`config.mk`:
```
export PLATFORM = sky130hd
export DESIGN_NAME = mul_sequencer
export DESIGN_NICKNAME = d
export VERILOG_FILES = /design/src/rtl/cpu_pkg.sv /design/src/rtl/mul_sequencer.sv
export SDC_FILE = /design/constraint.sdc
export NUM_CORES = 1
export LEC_CHECK = 0
export CORE_MARGIN = 2
export CORE_UTILIZATION = 41
export CTS_CLUSTER_SIZE = 25
export DETAILED_ROUTE_END_ITERATION = 8
export PLACE_DENSITY = 0.81
export SLEW_MARGIN = 15
export SYNTH_ARGS = -nofsm -noshare
export SYNTH_HDL_FRONTEND = slang
export SYNTH_SLANG_ARGS = --single-unit
export TNS_END_PERCENT = 1
```
`constraint.sdc`:
```
create_clock -name clk -period 2.2 [get_ports clk]
set_input_delay 0.22 -clock clk [delete_from_list [all_inputs] [get_ports clk]]
set_output_delay 0.22 -clock clk [all_outputs]
set_load 0.005 [all_outputs]
```
`src/rtl/cpu_pkg.sv`:
```
// Shared CPU definitions: ALU/shifter opcodes and the multiply sequencer state type.
// Latency: n/a (constants and types only).
// Backpressure: n/a.
package cpu_pkg;

  // Opcodes on the shared shifter/ALU path, also driven by the main controller.
  localparam logic [3:0] ALU_OP_ADD   = 4'b0100;
  localparam logic [2:0] SHIFT_OP_LSL = 3'b000;

  typedef enum logic [1:0] {
    IDLE = 2'd0,
    RUN  = 2'd1,
    DONE = 2'd2
  } mul_state_t;

endpackage

```
`src/rtl/mul_sequencer.sv`:
```
// Shift-add MUL/MLA sequencer borrowing the shared barrel shifter + ALU, one add per set multiplier bit.
// Latency: done in cycle 2+p after start (p = highest set bit index + 1, 0 for a zero multiplier), +1 per ungranted request.
// Backpressure: a low alu_gnt while requesting freezes every register; start is ignored while busy.
//
// Ports:
//   clk, rst (async, active low)
//   start/is_mla/set_flags/rm_val/rs_val/rn_val : operation launch, sampled in IDLE only
//   flush                                      : synchronous abort to IDLE, no done
//   busy/done/result/flag_we/flag_n/flag_z     : status and writeback
//   alu_req/alu_gnt                            : shared shifter/ALU arbitration (same-cycle grant)
//   sh_data/sh_num/sh_op/alu_a/alu_op/alu_s    : operands for the shared path, driven continuously
//   alu_f                                      : ALU result, combinational from the driven operands
module mul_sequencer
  import cpu_pkg::*;
#(
  parameter int WIDTH = 32  // only 32 is supported
) (
  input  logic             clk,
  input  logic             rst,
  input  logic             start,
  input  logic             is_mla,
  input  logic             set_flags,
  input  logic [WIDTH-1:0] rm_val,
  input  logic [WIDTH-1:0] rs_val,
  input  logic [WIDTH-1:0] rn_val,
  input  logic             flush,
  output logic             busy,
  output logic             done,
  output logic [WIDTH-1:0] result,
  output logic             flag_we,
  output logic             flag_n,
  output logic             flag_z,
  output logic             alu_req,
  input  logic             alu_gnt,
  output logic [WIDTH-1:0] sh_data,
  output logic [7:0]       sh_num,
  output logic [2:0]       sh_op,
  output logic [WIDTH-1:0] alu_a,
  output logic [3:0]       alu_op,
  output logic             alu_s,
  input  logic [WIDTH-1:0] alu_f
);

  mul_state_t       state_q,  state_d;
  logic [WIDTH-1:0] acc_q,    acc_d;
  logic [WIDTH-1:0] mplier_q, mplier_d;
  logic [WIDTH-1:0] mcand_q,  mcand_d;
  logic [4:0]       cnt_q,    cnt_d;
  logic             sflag_q,  sflag_d;

  logic mplier_zero;
  assign mplier_zero = (mplier_q == '0);

  always_comb begin
    state_d  = state_q;
    acc_d    = acc_q;
    mplier_d = mplier_q;
    mcand_d  = mcand_q;
    cnt_d    = cnt_q;
    sflag_d  = sflag_q;
    if (flush) begin
      // Abort wins over everything, including a start in IDLE; acc is deliberately left stale.
      state_d = IDLE;
    end else begin
      case (state_q)
        IDLE: begin
          if (start) begin
            mcand_d  = rm_val;
            mplier_d = rs_val;
            cnt_d    = '0;
            sflag_d  = set_flags;
            acc_d    = is_mla ? rn_val : '0;
            state_d  = RUN;
          end
        end
        RUN: begin
          if (mplier_zero) begin
            state_d = DONE;
          end else if (!mplier_q[0]) begin
            mplier_d = mplier_q >> 1;
            cnt_d    = cnt_q + 5'd1;
          end else if (alu_gnt) begin
            // alu_f = acc + (mcand << cnt), computed on the shared path.
            acc_d    = alu_f;
            mplier_d = mplier_q >> 1;
            cnt_d    = cnt_q + 5'd1;
          end
          // Set bit without a grant: everything holds and the request repeats next cycle.
        end
        DONE: state_d = IDLE;
        default: state_d = IDLE;
      endcase
    end
  end

  always_ff @(posedge clk or negedge rst) begin
    if (!rst) begin
      state_q  <= IDLE;
      acc_q    <= '0;
      mplier_q <= '0;
      mcand_q  <= '0;
      cnt_q    <= '0;
      sflag_q  <= 1'b0;
    end else begin
      state_q  <= state_d;
      acc_q    <= acc_d;
      mplier_q <= mplier_d;
      mcand_q  <= mcand_d;
      cnt_q    <= cnt_d;
      sflag_q  <= sflag_d;
    end
  end

  // All outputs decode registered state only, so no input-to-output combinational path exists.
  assign busy    = (state_q == RUN) || (state_q == DONE);
  assign done    = (state_q == DONE);
  assign result  = acc_q;
  assign flag_we = done && sflag_q;
  assign flag_n  = acc_q[WIDTH-1];
  assign flag_z  = (acc_q == '0);

  assign alu_req = (state_q == RUN) && mplier_q[0] && !mplier_zero;
  assign sh_data = mcand_q;
  assign sh_num  = {3'b000, cnt_q};
  assign sh_op   = SHIFT_OP_LSL;
  assign alu_a   = acc_q;
  assign alu_op  = ALU_OP_ADD;
  assign alu_s   = 1'b0;

endmodule

```
==> flow_metrics.tcl <==
set metrics [dict create \
    maxSlewHeadroom_pct 54.07 \
    regArea_um2 2603 \
    route.detailed.drc 0 \
    cp.required_ns 1.98 \
    synth.area.top_cells "dfrtp_1 49%, o22ai_1 7.4%, mux2_2 7.0%" \
    final_hold_viol_count 0 \
    drtIter0Drc 314 \
    die_h_um 117.4 \
    ys_types 42 \
    area_delta_synth_final_pct 50.38 \
    syn_area_per_cell_um2 10.85 \
    setup_tns_ns 0 \
    synth_top_area_share_pct 49.34 \
    dp.cells 848 \
    finalCoreUtilization_pct 63.12 \
    setup_viol 0 \
    period_share_pct 97.00 \
    drt_wl_total_um 15360 \
    die_w_um 117.4 \
    clkTransAtPathRegs_ns 0.07 \
    antenna_found_initial 1 \
    place_congestion 0.8806 \
    ys_seq_area_share_pct 49.34 \
    core_um2 12570 \
    cp_max_fo 4 \
    clock-sinks 104 \
    finalNonFillerCells 866 \
    die-area_um2 13790 \
    slew_viol_final 0 \
    cap_violations 0 \
    min_period_ns 2.134 \
    start_util_pct 41.97 \
    yosys.area.top_type "dfrtp_1" \
    grt_pass1_wl_um 24570 \
    startpoint_type "flop" \
    fmax_mhz 468.6 \
    first_pass_iters 4 \
    cts_htree_levels 3 \
    first_global_vias 4740 \
    syn_area_um2 5275 \
    critPathBufInv 1 \
    cts_buffers 9 \
    drive_gt1_share_pct 16.31 \
    hold_path_class "input port to flop" \
    cts_root_buf "clkbuf_16" \
    synthCells 486 \
    fillCellCount 1023 \
    ctsLongestPathBuffers 2 \
    ir_drop_v 0.0004147 \
    arrival_ns 1.91 \
    cts_tree "yes" \
    clock_latency_ns 0.34 \
    grt_max_degree 53 \
    cp_slowest_cell "clkdlybuf4s50_1" \
    ios 253 \
    power_density_nw_per_um2 1146 \
    critPathMaxStageDelay_ns 0.50 \
    grt_use_total_pct 22.19 \
    fin_skew_ns 0.005896 \
    portBuffers 241 \
    multi_input_area_um2 2091 \
    ant_nets 0 \
    yosysWarnings 0 \
    crit_type "flop to primary output" \
    crit_chain "nor4_2, nand4_1, nor2_1, clkdlybuf4s50_1" \
    ys_ff_latch 104 \
    via_per_inst 5.263 \
    fin_nets 828 \
    worstMarginPinSlew_ns 0.6889 \
    rows 41 \
    status "finished clean" \
    critPathTopFamily "simple AND/OR/NAND/NOR gates" \
    endpoint_kind "primary output" \
    wl_per_cell_um 17.73 \
    num_vias 4558 \
    leakage_nw 3.224 \
    grt-ovfl-total 0 \
    dp_hpwl_um 11660 \
]
==> report_power, final <==
group	internal (W)	switching, W	leakage (nW)
Combinational	0.00251	0.00147	1.90
Sequential	0.00274	0.000865	1.20
Clock	0.000800	0.000705	0.127
Total	0.00605	0.00304	3.22
==> layout make-up <==
class                           instances  area share, %
Sequential cell                       104          32.81
Timing Repair Buffer                  255          32.68
Multi-Input combinational cell        279          26.36
Clock buffer                           10          3.013
Tap cell                              172          2.713
Inverter                               39          1.845
Clock inverter                          6         0.5521
Antenna cell                            1        0.03155
==> path summary, 6_finish.rpt <==
kind	start	to	slack, ns	cells past startpoint
max reg2reg	state_q[0]	mplier_q[15]	0.19	8
min	rs_val[31]	mplier_q[31]	0.45	3
max in group asynchronous	rst	mplier_q[27]	1.05	3
min reg2reg	sh_data[25]	sh_data[25]	0.50	1
min in group asynchronous	rst	alu_a[19]	0.46	2
max	alu_a[16]	flag_z	0.07	4
==> worst min-delay path: cells and delay by family <==
family / cells / cell delay (ns)
buf+inv: 2 / 0.45
compound gates: 1 / 0.07
==> cells in the mapped netlist <==
cell type  instances
dfrtp_1          104
o22ai_1           62
buf_4             45
inv_1             39
nor2_1            37
a21oi_1           36
mux2_2            33
a211oi_2          28
buf_2             11
clkbuf_1           9
nor4_1             9
nand2_1            8
buf_6              7
nand3_1            6
nor4_2             6
ha_1               5
nand2b_1           4
a211oi_1           3
o211ai_1           3
a21oi_2            2
and2_1             2
conb_1             2
nand4_1            2
nand4_2            2
o21ai_0            2
o311ai_1           2
or3_1              2
a21o_2             1
a221oi_1           1
a22oi_2            1
a31oi_1            1
a41o_1             1
buf_1              1
mux2_1             1
nand2_2            1
nor3_1             1
nor3_2             1
nor4_4             1
o2111ai_1          1
o21ai_4            1
o21ba_4            1
or4_1              1
==> routing by layer <==
metal  vias up  track usage (%)  routed length [um]
li1       2104                -                   -
met1      2266            25.31                5830
met2       171            40.68                8323
met3        17            5.399                 870
met4         0            7.154                 334
met5         -                0                   0
==> layout by cell type (no fill, tap or decap), types with 2 or more instances in the layout <==
cell	netlist	layout
clkdlybuf4s50_1	0	240
dfrtp_1	104	104
o22ai_1	62	62
inv_1	39	39
nor2_1	37	37
a21oi_1	36	35
mux2_2	33	33
a211oi_2	28	28
conb_1	2	11
clkbuf_16	0	9
nor4_2	6	8
nand2_1	8	8
buf_4	45	8
nor4_1	9	6
nand3_1	6	6
buf_12	0	6
nand2b_1	4	4
ha_1	5	4
clkinvlp_4	0	4
a21oi_2	2	3
o211ai_1	3	3
a211oi_1	3	3
and2_1	2	2
nor4_4	1	2
nand4_1	2	2
nand4_2	2	2
or3_1	2	2
o311ai_1	2	2
o21ai_0	2	2
==> per-stage QoR <==
step	power (W)	setup slack (ns)	hold slack, ns	cell area, um^2
floorplan	0.005537	0.3668	-0.07559	5309
global placement	0.007422	0.2233	0.3029	7604
detailed placement	0.007596	0.1767	0.3018	7604
CTS	0.009142	0.03613	0.4472	7909
global route	0.009660	-0.004361	0.4691	7933
finish	0.009094	0.06597	0.4535	7933
==> state kept, by name (all words and copies together), names as in the netlist <==
register,flops
alu_a,32
cnt_q,5
mplier_q,32
sflag_q,1
sh_data,32
state_q,2
==> repair_timing <==
item	CTS	global route
buffers inserted	0	0
hold endpoints to repair	49	0
gates resized for setup	2	4
hold buffers	1	0
endpoints found under the setup margin	1	31
==> kinds of logic (layout without fill, tap and decap cells) <==
kind of cell               Yosys count  in the layout  synth area share (%)
AOI/OAI and AO/OA                  146            146                 20.78
other                                2             12                0.1424
muxes                               34             34                 7.258
DFF                                104            104                 49.34
adders and majority gates            5              5                 1.186
buffers and inverters              112            310                 12.43
and+or+nand+nor                     83             83                 8.871
No activity file was read; power rests on OpenSTA's default activity.
